===== config.mk =====
export PLATFORM = sky130hd
export DESIGN_NAME = sync_fifo_param
export DESIGN_NICKNAME = d
export VERILOG_FILES = /design/src/rtl/fifo_pkg.sv /design/src/rtl/sync_fifo_ram.sv /design/src/rtl/sync_fifo_param.sv
export SDC_FILE = /design/constraint.sdc
export NUM_CORES = 1
export LEC_CHECK = 0
export CORE_ASPECT_RATIO = 1.4
export CORE_MARGIN = 2
export CORE_UTILIZATION = 62
export CTS_BUF_LIST = sky130_fd_sc_hd__clkbuf_4 sky130_fd_sc_hd__clkbuf_8
export DETAILED_ROUTE_END_ITERATION = 12
export PLACE_DENSITY_LB_ADDON = 0.05
export REMOVE_ABC_BUFFERS = 1
export SLEW_MARGIN = 15
export SYNTH_ARGS = -nofsm -noshare
export SYNTH_HDL_FRONTEND = slang
export SYNTH_SLANG_ARGS = --single-unit

===== constraint.sdc =====
create_clock -name CLK -period 3.9 [get_ports CLK]
set_input_delay 0.585 -clock CLK [delete_from_list [all_inputs] [get_ports CLK]]
set_output_delay 0.585 -clock CLK [all_outputs]
set_load 0.05 [all_outputs]

===== src/rtl/fifo_pkg.sv =====
// Shared FIFO definitions: default sizes, pointer-width helper and level checks.
// Also used by the async FIFO; the level-check macro is defined once here.
`ifndef FIFO_PKG_SV
`define FIFO_PKG_SV

// True when the almost-full/almost-empty thresholds fit the given depth.
`define FIFO_LEVELS_OK(AF, AE, DEPTH) (((AF) >= 1) && ((AF) <= (DEPTH)) && ((AE) >= 0) && ((AE) < (DEPTH)))

package fifo_pkg;

  localparam int DEF_DATA_W = 8;
  localparam int DEF_ADDR_W = 4;

  // Pointer width for a power-of-two depth: address bits plus one wrap bit.
  function automatic int ptr_w(input int depth);
    return $clog2(depth) + 1;
  endfunction

endpackage

`endif


===== src/rtl/sync_fifo_ram.sv =====
// Simple dual-port memory for sync_fifo_param: one write port, one registered
// read port. Contents are never reset; only the read register is.
module sync_fifo_ram #(
  parameter int DATA_W = 8,
  parameter int ADDR_W = 4
) (
  input  logic              clk,
  input  logic              rst,
  input  logic              we,
  input  logic [ADDR_W-1:0] waddr,
  input  logic [DATA_W-1:0] wdata,
  input  logic              re,
  input  logic [ADDR_W-1:0] raddr,
  output logic [DATA_W-1:0] rdata
);

  logic [DATA_W-1:0] mem [2**ADDR_W];

  // Write port; a read of the same address in the same cycle sees the old word.
  always_ff @(posedge clk) begin
    if (we) begin
      mem[waddr] <= wdata;
    end
  end

  // Registered read port, holds its value when not enabled.
  always_ff @(posedge clk) begin
    if (rst) begin
      rdata <= {DATA_W{1'b0}};
    end else if (re) begin
      rdata <= mem[raddr];
    end else begin
      rdata <= rdata;
    end
  end

endmodule


===== src/rtl/sync_fifo_param.sv =====
// Parametrised single-clock FIFO with occupancy count, level flags and sticky errors.
// Define SYNC_FIFO_FWFT_EN for first-word-fall-through output (default: standard mode).
module sync_fifo_param
  import fifo_pkg::*;
#(
  parameter int DATA_W = DEF_DATA_W,
  parameter int ADDR_W = DEF_ADDR_W,
  parameter int AF_LVL = 12,
  parameter int AE_LVL = 2
) (
  input  logic              CLK,
  input  logic              RST,
  input  logic              write,
  input  logic              read,
  input  logic [DATA_W-1:0] iData,
  output logic [DATA_W-1:0] oData,
  output logic              oValid,
  output logic              full,
  output logic              empty,
  output logic              almost_full,
  output logic              almost_empty,
  output logic [ADDR_W:0]   count,
  output logic              overflow,
  output logic              underflow
);

  localparam int DEPTH = 2**ADDR_W;
  localparam int PTR_W = ptr_w(DEPTH);
  localparam logic [ADDR_W:0] AF_C = (ADDR_W+1)'(AF_LVL);
  localparam logic [ADDR_W:0] AE_C = (ADDR_W+1)'(AE_LVL);

  if (!`FIFO_LEVELS_OK(AF_LVL, AE_LVL, DEPTH)) begin : g_bad_levels
    $error("sync_fifo_param: AF_LVL/AE_LVL out of range for DEPTH");
  end

  logic [PTR_W-1:0] wp;
  logic [PTR_W-1:0] rp;
  logic [PTR_W-1:0] ram_cnt;
  logic             wr_ok;
  logic             rd_ok;
  logic             wr_err;
  logic             rd_err;

  assign ram_cnt = wp - rp;

`ifdef SYNC_FIFO_FWFT_EN
  localparam logic [ADDR_W:0] DEPTH_C = (ADDR_W+1)'(DEPTH);

  logic out_valid;
  logic ram_empty;
  logic pop;

  assign ram_empty = (wp == rp);
  assign count     = ram_cnt + {{ADDR_W{1'b0}}, out_valid};
  assign full      = (count == DEPTH_C);
  assign empty     = (count == {(ADDR_W+1){1'b0}});

  // Output stage refills from memory whenever it is empty or being popped.
  always_comb begin
    pop    = read && out_valid;
    rd_ok  = !ram_empty && (!out_valid || pop);
    wr_ok  = write && (!full || pop);
    wr_err = write && !wr_ok;
    rd_err = read && !out_valid;
  end

  // Occupancy of the single output register stage.
  always_ff @(posedge CLK) begin
    if (RST) begin
      out_valid <= 1'b0;
    end else if (rd_ok) begin
      out_valid <= 1'b1;
    end else if (pop) begin
      out_valid <= 1'b0;
    end else begin
      out_valid <= out_valid;
    end
  end
`else
  logic out_valid;

  assign count = ram_cnt;
  assign full  = (wp[ADDR_W] != rp[ADDR_W]) && (wp[ADDR_W-1:0] == rp[ADDR_W-1:0]);
  assign empty = (wp == rp);

  // A simultaneous read frees a slot, so a full FIFO still accepts the write.
  always_comb begin
    rd_ok  = read && !empty;
    wr_ok  = write && (!full || rd_ok);
    wr_err = write && !wr_ok;
    rd_err = read && empty;
  end

  // oValid marks the cycle right after an accepted read.
  always_ff @(posedge CLK) begin
    if (RST) begin
      out_valid <= 1'b0;
    end else begin
      out_valid <= rd_ok;
    end
  end
`endif

  assign oValid       = out_valid;
  assign almost_full  = (count >= AF_C);
  assign almost_empty = (count <= AE_C);

  // Pointer advance; both wrap naturally through the extra MSB.
  always_ff @(posedge CLK) begin
    if (RST) begin
      wp <= {PTR_W{1'b0}};
      rp <= {PTR_W{1'b0}};
    end else begin
      wp <= wr_ok ? wp + {{(PTR_W-1){1'b0}}, 1'b1} : wp;
      rp <= rd_ok ? rp + {{(PTR_W-1){1'b0}}, 1'b1} : rp;
    end
  end

  // Sticky error flags, cleared only by reset.
  always_ff @(posedge CLK) begin
    if (RST) begin
      overflow  <= 1'b0;
      underflow <= 1'b0;
    end else begin
      overflow  <= overflow | wr_err;
      underflow <= underflow | rd_err;
    end
  end

  sync_fifo_ram #(
    .DATA_W (DATA_W),
    .ADDR_W (ADDR_W)
  ) u_ram (
    .clk   (CLK),
    .rst   (RST),
    .we    (wr_ok && !RST),
    .waddr (wp[ADDR_W-1:0]),
    .wdata (iData),
    .re    (rd_ok && !RST),
    .raddr (rp[ADDR_W-1:0]),
    .rdata (oData)
  );

endmodule


# Word level (Yosys, flattened, before mapping)
# Memory sizes are Yosys's and may differ from the RTL's. A register that Yosys moved wholly into a read port is not among the register bits.
# Index checks and enable logic that the tools add are counted.
# totals
reg_bits	13
mem_bits_rw	128
in_bits	12
word_cells	30
n_memories	1
# op_classes
n_addsub	3
magnitude_cmp	2
n_eq_ne	3
muxes	2
bitwise	2
reduce_logical	12
# mem_list
name	depth	word_bits	read_ports	rd_ports_with_merged_regs	write_ports	line	rtl
u_ram.mem	16	8	1	1	1	sync_fifo_ram.sv:17	logic [DATA_W-1:0] mem [2**ADDR_W];
# ops
cell	count
$add 5x1->5 const B	2
$logic_and 1x1->1	7
$eq 5x5->1	1
$ge 5x4->1 const B	1
$le 5x2->1 const B	1
$sub 5x5->5	1
$eq 4x4->1	1
$logic_not 1->1	4
$mux 1	2
$or 1x1->1	2
$logic_or 1x1->1	1
$ne 1x1->1	1

# Logic depth before layout (Yosys ltp)
# Gate-level depths: netlist of the first run.
# logic_depth
ltp_word	8
mapped_depth	10
mapped_depth_nobuf	8

# By module
# A second synthesis of the first run with hierarchy kept.
# hier_totals
hier_cells	401
hier_area_um2	6099.6
# modules_own_cells
mod	n_inst	cells_each	area_per_inst_um2	seq_area_each_um2
sync_fifo_ram	1	316	5343.9	4003.8
sync_fifo_param	1	85	755.7	260.2

# Worst setup path after synthesis of the first run
# OpenSTA, ideal clock, no wires.
# synth_path
path_type	reg2out
startpoint	register rp[1]
endpoint	output almost_full
arrival_ns	2.905
required_ns	3.315
setup_slack_ns	0.410
path_stages_with_launch	10
path_cell_list	dfxtp_1 > buf_4 > buf_6 > buf_4 > inv_1 > ha_1 > nor2b_1 > o21ai_0 > a21boi_0 > o31ai_1
# synth_via
elab_chain_cells	2
# synth_rtl
element	line	rtl
start, declared	sync_fifo_param.sv:37	logic [PTR_W-1:0] rp;
start signal, assigned	sync_fifo_param.sv:112	rp <= {PTR_W{1'b0}};
start signal, assigned	sync_fifo_param.sv:115	rp <= rd_ok ? rp + {{(PTR_W-1){1'b0}}, 1'b1} : rp;
$sub 5x5->5	sync_fifo_param.sv:44	assign ram_cnt = wp - rp;
$ge 5x4->1	sync_fifo_param.sv:105	assign almost_full = (count >= AF_C);
end, declared	sync_fifo_param.sv:20	output logic almost_full,
# No other way between the ends.

# Worst setup path in the final report of the first run
# layout_path
startpoint	register rp[0]
endpoint	output count[2]
# layout_via
elab_chain_cells	1
# layout_rtl
element	line	rtl
$sub 5x5->5	sync_fifo_param.sv:44	
end, declared	sync_fifo_param.sv:22	output logic [ADDR_W:0] count,
# No other way between the ends.

==> results.py, run 1 <==
metrics = {
    "timing": {
        "fmaxAchievable_mhz": 287,
        "period_share_pct": 89.3,
        "setup_violations": 0,
        "worst_hold_slack_ns": 0.485,
        "unrepaired_setup_endpoints_after_global_routing": "no",
        "timing.final.hold_violations": 0,
        "skew_ns": 0.0108,
        "slew-limit-headroom_pct": 48.6,
        "worst-slew-pin-transition_ns": 0.771,
        "slew_violations": 0,
        "finalSetupTns_ns": 0,
        "final_period_minus_worst_setup_slack_ns": 3.48,
    },
    "floorplan": {
        "initial_core_util_pct": 64.0,
        "chipHeight_um": 121,
        "dieArea_um2": 10600,
        "rows": 42,
        "ioPinCount": 32,
        "die-width_um": 87.7,
        "design.core.area_um2": 9510,
    },
    "synthesis": {
        "yosys_register_bits": 149,
        "area_leader_netlist": "sky130_fd_sc_hd__edfxtp_1",
        "asyncSetResetFlopFracSynth_pct": 0,
        "mappedNetlistArea_um2": 6080,
        "ys.warnings.count": 0,
        "yosysUniqueCellTypes": 47,
        "netlist.area_leader.share_pct": 63.2,
        "syn_inst": 389,
        "synthFlopType": "sky130_fd_sc_hd__edfxtp_1",
        "synth-seq-area-share_pct": 70.1,
        "ys_top_cells_by_area": "sky130_fd_sc_hd__edfxtp_1 63%, sky130_fd_sc_hd__mux2i_1 8.1%, sky130_fd_sc_hd__dfxtp_1 6.9%",
        "synth_edf_count": 128,
        "syn-mean-instance-area_um2": 15.6,
    },
    "clock_network": {
        "cts-htree-levels": 4,
        "worst_setup_hold_path_clk_slew_ns": 0.08,
        "hold_buffers": 0,
        "cts_made_buffers": 17,
        "ctsLongestPathBuffers": 2,
        "cts_num_sinks": 149,
        "ctsResizeCount": 0,
        "cts_tree": "done",
        "ctsRootBufferMaster": "sky130_fd_sc_hd__clkbuf_8",
        "postCtsSetupBuffers": 0,
        "clk_latency_ns": 0.43,
    },
    "route": {
        "vias": 3423,
        "firstDrtPassIters": 5,
        "detail_route.wl_per_cell_um": 21.0,
        "postRouteAntennaNets": 0,
        "detail_route.vias_per_cell": 5.93,
        "drc_errors": 0,
        "wirelength_um": 12100,
        "dr.first_iter.drc_count": 378,
    },
    "pwr": {
        "p_per_area_nw_per_um2": 558,
        "power.switching_fraction_pct": 26.6,
        "switching_power_mw": 1.05,
        "power_frac_comb_pct": 19.2,
        "power.static_leakage_nw": 2.22,
        "power.share.clock_pct": 35.2,
        "power.ir.vdd_worst_mv": 0.424,
        "share_seq_of_total_power_pct": 45.6,
        "p_int_mw": 2.89,
    },
    "grt": {
        "maximum_number_of_pins_on_one_net_before_global_route_repair": 46,
        "antenna_found_initial": 0,
        "grt_pass1_vias": 3397,
        "track_usage_pct": 24.7,
        "grt_first_pass_wirelength_um": 18500,
        "grt_overflow_total": 0,
    },
    "critical_path": {
        "worst-r2r-cell-count": 6,
        "rrSetupSlack_ns": 0.89,
        "criticalPathCategory": "register to output port",
        "r2r-end": "u_ram.mem[4][4]",
        "cp_data_required_time_ns": 3.31,
        "worstSetupStartpoint": "rp[0]",
        "startpoint_type": "register",
        "critical_path_peak_fanout": 11,
        "cp_data_arrival_time_ns": 2.90,
        "critPathCapture": "count[2]",
        "timing.rr.start": "rp[3]",
        "timing.critical_path.to_type": "output port",
    },
    "finish": {
        "area_growth_pct": 16.2,
        "drive_above_1_share_pct": 14.4,
        "fin_nets": 454,
        "antenna-diode-count": 0,
    },
    "run": {
        "maxCapViolations": 0,
    },
    "min_path": {
        "min_path_type": "register to register",
    },
    "place": {
        "post-dp-hpwl_um": 7950,
        "io_buffer_count": 31,
        "place_congestion": 0.815,
    },
    "run_status": {
        "run_status": "finished clean",
    },
}
-- critical path: stages, from the launching register on --
cell and delay (ns):
sky130_fd_sc_hd__dfxtp_1 0.66, sky130_fd_sc_hd__ha_1 0.26, sky130_fd_sc_hd__inv_1 0.05, sky130_fd_sc_hd__fa_1 0.41
sky130_fd_sc_hd__xnor2_1 0.31, sky130_fd_sc_hd__inv_1 0.07, sky130_fd_sc_hd__clkdlybuf4s50_1 0.70
-- stage by stage --
step	power [mW]	cells	area, um^2	worst slack [ns]	utilization (%)
after floorplan	2.29	370	5970	-0.665	-
after global placement	2.58	545	6580	0.955	69.2
after detailed placement	2.59	545	6580	0.852	69.2
after CTS	3.96	577	7070	0.397	74.3
after global routing	4.07	577	7070	0.266	74.3
final	3.94	577	7070	0.418	74.3
-- synth_stat cells (2+ instances only) --
cell type / number
sky130_fd_sc_hd__edfxtp_1: 128
sky130_fd_sc_hd__mux2i_1: 49
sky130_fd_sc_hd__nor2_1: 33
sky130_fd_sc_hd__dfxtp_1: 21
sky130_fd_sc_hd__o22ai_1: 16
sky130_fd_sc_hd__inv_1: 13
sky130_fd_sc_hd__nor3_1: 12
sky130_fd_sc_hd__o21ai_0: 12
sky130_fd_sc_hd__ha_1: 9
sky130_fd_sc_hd__a211oi_1: 8
sky130_fd_sc_hd__a221oi_1: 8
sky130_fd_sc_hd__mux4_2: 8
sky130_fd_sc_hd__nand2_1: 8
sky130_fd_sc_hd__clkbuf_1: 7
sky130_fd_sc_hd__a21oi_1: 6
sky130_fd_sc_hd__xnor2_1: 5
sky130_fd_sc_hd__buf_4: 4
sky130_fd_sc_hd__buf_6: 3
sky130_fd_sc_hd__nand3_1: 3
sky130_fd_sc_hd__or3_1: 3
sky130_fd_sc_hd__buf_1: 2
sky130_fd_sc_hd__buf_2: 2
sky130_fd_sc_hd__nand2b_1: 2
sky130_fd_sc_hd__nand3b_1: 2
sky130_fd_sc_hd__nor2b_1: 2
sky130_fd_sc_hd__xor2_1: 2
-- worst min-delay path by stage --
stage / startpoint / to / slack [ns] / depth (start not counted)
detailed placement: overflow / overflow / 0.47 / 2
floorplan: wp[4] / wp[4] / 0.53 / 2
global route: underflow / underflow / 0.51 / 2
finish: underflow / underflow / 0.48 / 2
global placement: overflow / overflow / 0.46 / 2
CTS: underflow / underflow / 0.49 / 2
-- power by group through the flow --
stage	Sequential (mW)	Clock [mW]	Combinational [mW]
after global placement	1.83	0	0.746
after CTS	1.80	1.41	0.758
after detailed placement	1.83	0	0.756
final	1.80	1.39	0.755
after global routing	1.80	1.47	0.797
after floorplan	1.92	0	0.371
-- cell type report --
type | count | area [um^2]
fillers | 615 | 2440
clock buffers | 19 | 255
repair buffers | 43 | 448
multi-input cells | 208 | 1660
flip-flops and latches | 149 | 4270
well taps | 132 | 165
clock inverters | 13 | 229
inverters | 13 | 48.8
-- cell usage in the layout, fill, tap and decap left out, types with 2 or more instances in the layout --
| master | count |
|---|---|
| sky130_fd_sc_hd__xor2_1 | 2 |
| sky130_fd_sc_hd__bufinv_16 | 6 |
| sky130_fd_sc_hd__or3_1 | 3 |
| sky130_fd_sc_hd__clkdlybuf4s50_1 | 25 |
| sky130_fd_sc_hd__clkinvlp_4 | 4 |
| sky130_fd_sc_hd__clkbuf_8 | 18 |
| sky130_fd_sc_hd__xnor2_1 | 5 |
| sky130_fd_sc_hd__mux2i_1 | 49 |
| sky130_fd_sc_hd__nand3b_1 | 2 |
| sky130_fd_sc_hd__nor2_1 | 33 |
| sky130_fd_sc_hd__dfxtp_1 | 20 |
| sky130_fd_sc_hd__buf_12 | 5 |
| sky130_fd_sc_hd__o21ai_0 | 12 |
| sky130_fd_sc_hd__o22ai_1 | 16 |
| sky130_fd_sc_hd__clkinv_2 | 2 |
| sky130_fd_sc_hd__nand3_1 | 3 |
| sky130_fd_sc_hd__buf_4 | 13 |
| sky130_fd_sc_hd__nand2_1 | 8 |
| sky130_fd_sc_hd__mux4_2 | 8 |
| sky130_fd_sc_hd__a21oi_1 | 6 |
| sky130_fd_sc_hd__a221oi_1 | 8 |
| sky130_fd_sc_hd__inv_1 | 13 |
| sky130_fd_sc_hd__nand2b_1 | 2 |
| sky130_fd_sc_hd__edfxtp_1 | 128 |
| sky130_fd_sc_hd__a211oi_1 | 8 |
| sky130_fd_sc_hd__nor3_1 | 12 |
| sky130_fd_sc_hd__nor2b_1 | 2 |
| sky130_fd_sc_hd__ha_1 | 9 |
-- per-layer routing --
| layer | global-route usage [%] | part of all wire [%] | vias to the layer above |
|---|---|---|---|
| li1 | - | - | 1589 |
| met1 | 31.3 | 41 | 1684 |
| met2 | 39.4 | 51 | 124 |
| met3 | 6.46 | 5.0 | 26 |
| met4 | 12.2 | 3.6 | 0 |
| met5 | 0 | 0 | - |
-- flip-flops by register name (all words and copies together), names as in the netlist --
register	cells
oValid	1
overflow	1
rp	5
u_ram.mem	128
u_ram.rdata	8
underflow	1
wp	5
-- logic make-up after synthesis --
family,Yosys count,share of synthesized area [%]
adders and majority gates,10,2.18
buffers and inverters,32,2.69
xor gates and xnor gates,9,1.54
muxes,57,11.0
and+or+nand+nor,70,5.35
DFF,149,70.1
AOI/OAI and AO/OA,62,7.12
Power figures use the tool's default switching activity.
==> run 2, diff against run 1 <==
--- a/config.mk
+++ b/config.mk
@@ -16,3 +16,4 @@
 export SYNTH_ARGS = -nofsm -noshare
 export SYNTH_HDL_FRONTEND = slang
 export SYNTH_SLANG_ARGS = --single-unit
+export TNS_END_PERCENT = 30
==> results of run 2 <==
The final DEF is identical to that of run 1; final timing and power are the same.
==> run 3, diff against run 2 <==
--- a/config.mk
+++ b/config.mk
@@ -6,7 +6,7 @@
 export NUM_CORES = 1
 export LEC_CHECK = 0
 export CORE_ASPECT_RATIO = 1.4
-export CORE_MARGIN = 2
+export CORE_MARGIN = 4
 export CORE_UTILIZATION = 62
 export CTS_BUF_LIST = sky130_fd_sc_hd__clkbuf_4 sky130_fd_sc_hd__clkbuf_8
 export DETAILED_ROUTE_END_ITERATION = 12
==> results.py, run 3 (synthesis results as in run 1) <==
metrics = {
    "clock_network": {
        "clk_latency_ns": 0.44,
        "cts_num_sinks": 149,
        "cts_made_buffers": 17,
        "postCtsSetupBuffers": 0,
        "cts_tree": "done",
        "ctsResizeCount": 0,
        "ctsLongestPathBuffers": 2,
        "cts-htree-levels": 4,
        "worst_setup_hold_path_clk_slew_ns": 0.08,
        "ctsRootBufferMaster": "sky130_fd_sc_hd__clkbuf_8",
        "hold_buffers": 0,
    },
    "route": {
        "drc_errors": 0,
        "vias": 3401,
        "firstDrtPassIters": 5,
        "detail_route.vias_per_cell": 5.93,
        "detail_route.wl_per_cell_um": 20.8,
        "postRouteAntennaNets": 0,
        "dr.first_iter.drc_count": 240,
        "wirelength_um": 12000,
    },
    "critical_path": {
        "cp_data_arrival_time_ns": 2.83,
        "crit_top_cell": "sky130_fd_sc_hd__inv_1",
        "critPathCapture": "count[2]",
        "r2r-end": "u_ram.mem[4][4]",
        "timing.rr.start": "rp[3]",
        "rrSetupSlack_ns": 0.79,
        "worst-r2r-cell-count": 6,
        "criticalPathCategory": "register to output port",
        "timing.critical_path.slowest_stage_cell": "sky130_fd_sc_hd__clkdlybuf4s50_1",
        "critical_path.max_stage_delay_ns": 0.71,
        "timing.critical_path.to_type": "output port",
        "cp_data_required_time_ns": 3.31,
        "startpoint_type": "register",
        "worstSetupStartpoint": "rp[0]",
        "cp_cell_sequence": "ha_1, inv_1, fa_1, xnor2_1, inv_1, clkdlybuf4s50_1",
        "critical_path_peak_fanout": 11,
    },
    "timing": {
        "slew_violations": 0,
        "skew_ns": 0.00718,
        "setup_violations": 0,
        "worst-slew-pin-transition_ns": 0.747,
        "worst_hold_slack_ns": 0.492,
        "period_share_pct": 87.4,
        "final_period_minus_worst_setup_slack_ns": 3.41,
        "timing.final.hold_violations": 0,
        "fmaxAchievable_mhz": 293,
        "unrepaired_setup_endpoints_after_global_routing": "no",
        "slew-limit-headroom_pct": 50.0,
    },
    "pwr": {
        "power.switching_fraction_pct": 27.6,
        "power.share.clock_pct": 32.9,
        "total_power_mw": 3.78,
        "power.ir.vdd_worst_mv": 0.497,
        "power.static_leakage_nw": 2.19,
        "switching_power_mw": 1.04,
        "power_frac_comb_pct": 19.6,
        "share_seq_of_total_power_pct": 47.5,
        "p_per_area_nw_per_um2": 542,
        "p_int_mw": 2.74,
    },
    "floorplan": {
        "dieArea_um2": 11500,
        "initial_core_util_pct": 64.0,
        "chipHeight_um": 125,
        "ioPinCount": 32,
        "rows": 42,
        "die-width_um": 91.7,
        "design.core.area_um2": 9510,
    },
    "grt": {
        "grt_first_pass_wirelength_um": 19000,
        "antenna_found_initial": 0,
        "track_usage_pct": 22.7,
        "grt_pass1_vias": 3511,
        "grt_overflow_total": 0,
        "maximum_number_of_pins_on_one_net_before_global_route_repair": 46,
    },
    "finish": {
        "antenna-diode-count": 0,
        "fin_nets": 451,
        "most-common-layout-cells": "128 x sky130_fd_sc_hd__edfxtp_1, 49 x sky130_fd_sc_hd__mux2i_1, 33 x sky130_fd_sc_hd__nor2_1",
        "final_common_cell": "sky130_fd_sc_hd__edfxtp_1",
        "largest_registers": "u_ram.mem (128), u_ram.rdata (8)",
        "regMostFlops": "u_ram.mem",
        "finish.cell_count_without_fillers": 574,
        "design_area_um2": 6980,
        "drive_above_1_share_pct": 13.6,
        "area_growth_pct": 14.7,
        "largest_register_ff_count": 128,
        "final_core_util_pct": 73.3,
    },
    "place": {
        "dpl.cell_count": 542,
        "area_after_detailed_placement_um2": 6550,
        "post-dp-hpwl_um": 7960,
        "place_congestion": 0.799,
        "io_buffer_count": 31,
    },
    "min_path": {
        "min_path_type": "register to register",
    },
    "run": {
        "maxCapViolations": 0,
    },
    "run_status": {
        "run_status": "finished clean",
    },
}
## run 3: changes by cell type in the layout (fill, tap and decap cells not counted), sizes merged
cell,previous run,this run
inv,13,14
clkbuf,19,18
clkinvlp,4,1
clkdlybuf4s50,25,26
buf,18,14
clkinv,3,8
bufinv,6,4
## run 3: worst min-delay path by stage
stage	end	cells past startpoint	start
after floorplan	wp[4]	2	wp[4]
after global placement	underflow	2	underflow
after detailed placement	underflow	2	underflow
after CTS	underflow	2	underflow
after global routing	u_ram.rdata[4]	2	u_ram.rdata[4]
final	underflow	2	underflow
## run 3: power groups by stage
stage                     sequential (mW)  combinational (mW)  clock [mW]
after floorplan                      1.92               0.371           0
after global placement               1.83               0.742           0
after detailed placement             1.83               0.747           0
after CTS                            1.80               0.748        1.26
after global routing                 1.80               0.791        1.34
final                                1.80               0.743        1.24
## run 3: area by class of cell
cell class | count | area (um^2)
Clock inverter | 14 | 184
Timing Repair Buffer | 40 | 415
Multi-Input combinational cell | 208 | 1660
Tap cell | 132 | 165
Clock buffer | 18 | 241
Fill cell | 633 | 2540
Inverter | 13 | 48.8
Sequential cell | 149 | 4270
## run 3: per-layer routing
| metal | global-route usage (%) | wire length [um] |
|---|---|---|
| met1 | 28.4 | 4790 |
| met2 | 36.3 | 6100 |
| met3 | 6.91 | 711 |
| met4 | 10.6 | 360 |
| met5 | 0 | 0 |
## run 3: stage by stage
step                setup slack, ns  TNS, ns
floorplan                    -0.665    -7.43
global placement              0.851        0
detailed placement            0.833        0
CTS                           0.495        0
global route                  0.350        0
finish                        0.490        0
## run 3: worst max-delay path, delay by kind of cell (launching register included)
kind | cells | cell delay [ns]
buffers and inverters | 3 | 0.83
adder cells (fa/ha/maj) | 2 | 0.65
flip-flops | 1 | 0.62
XOR/XNOR | 1 | 0.29
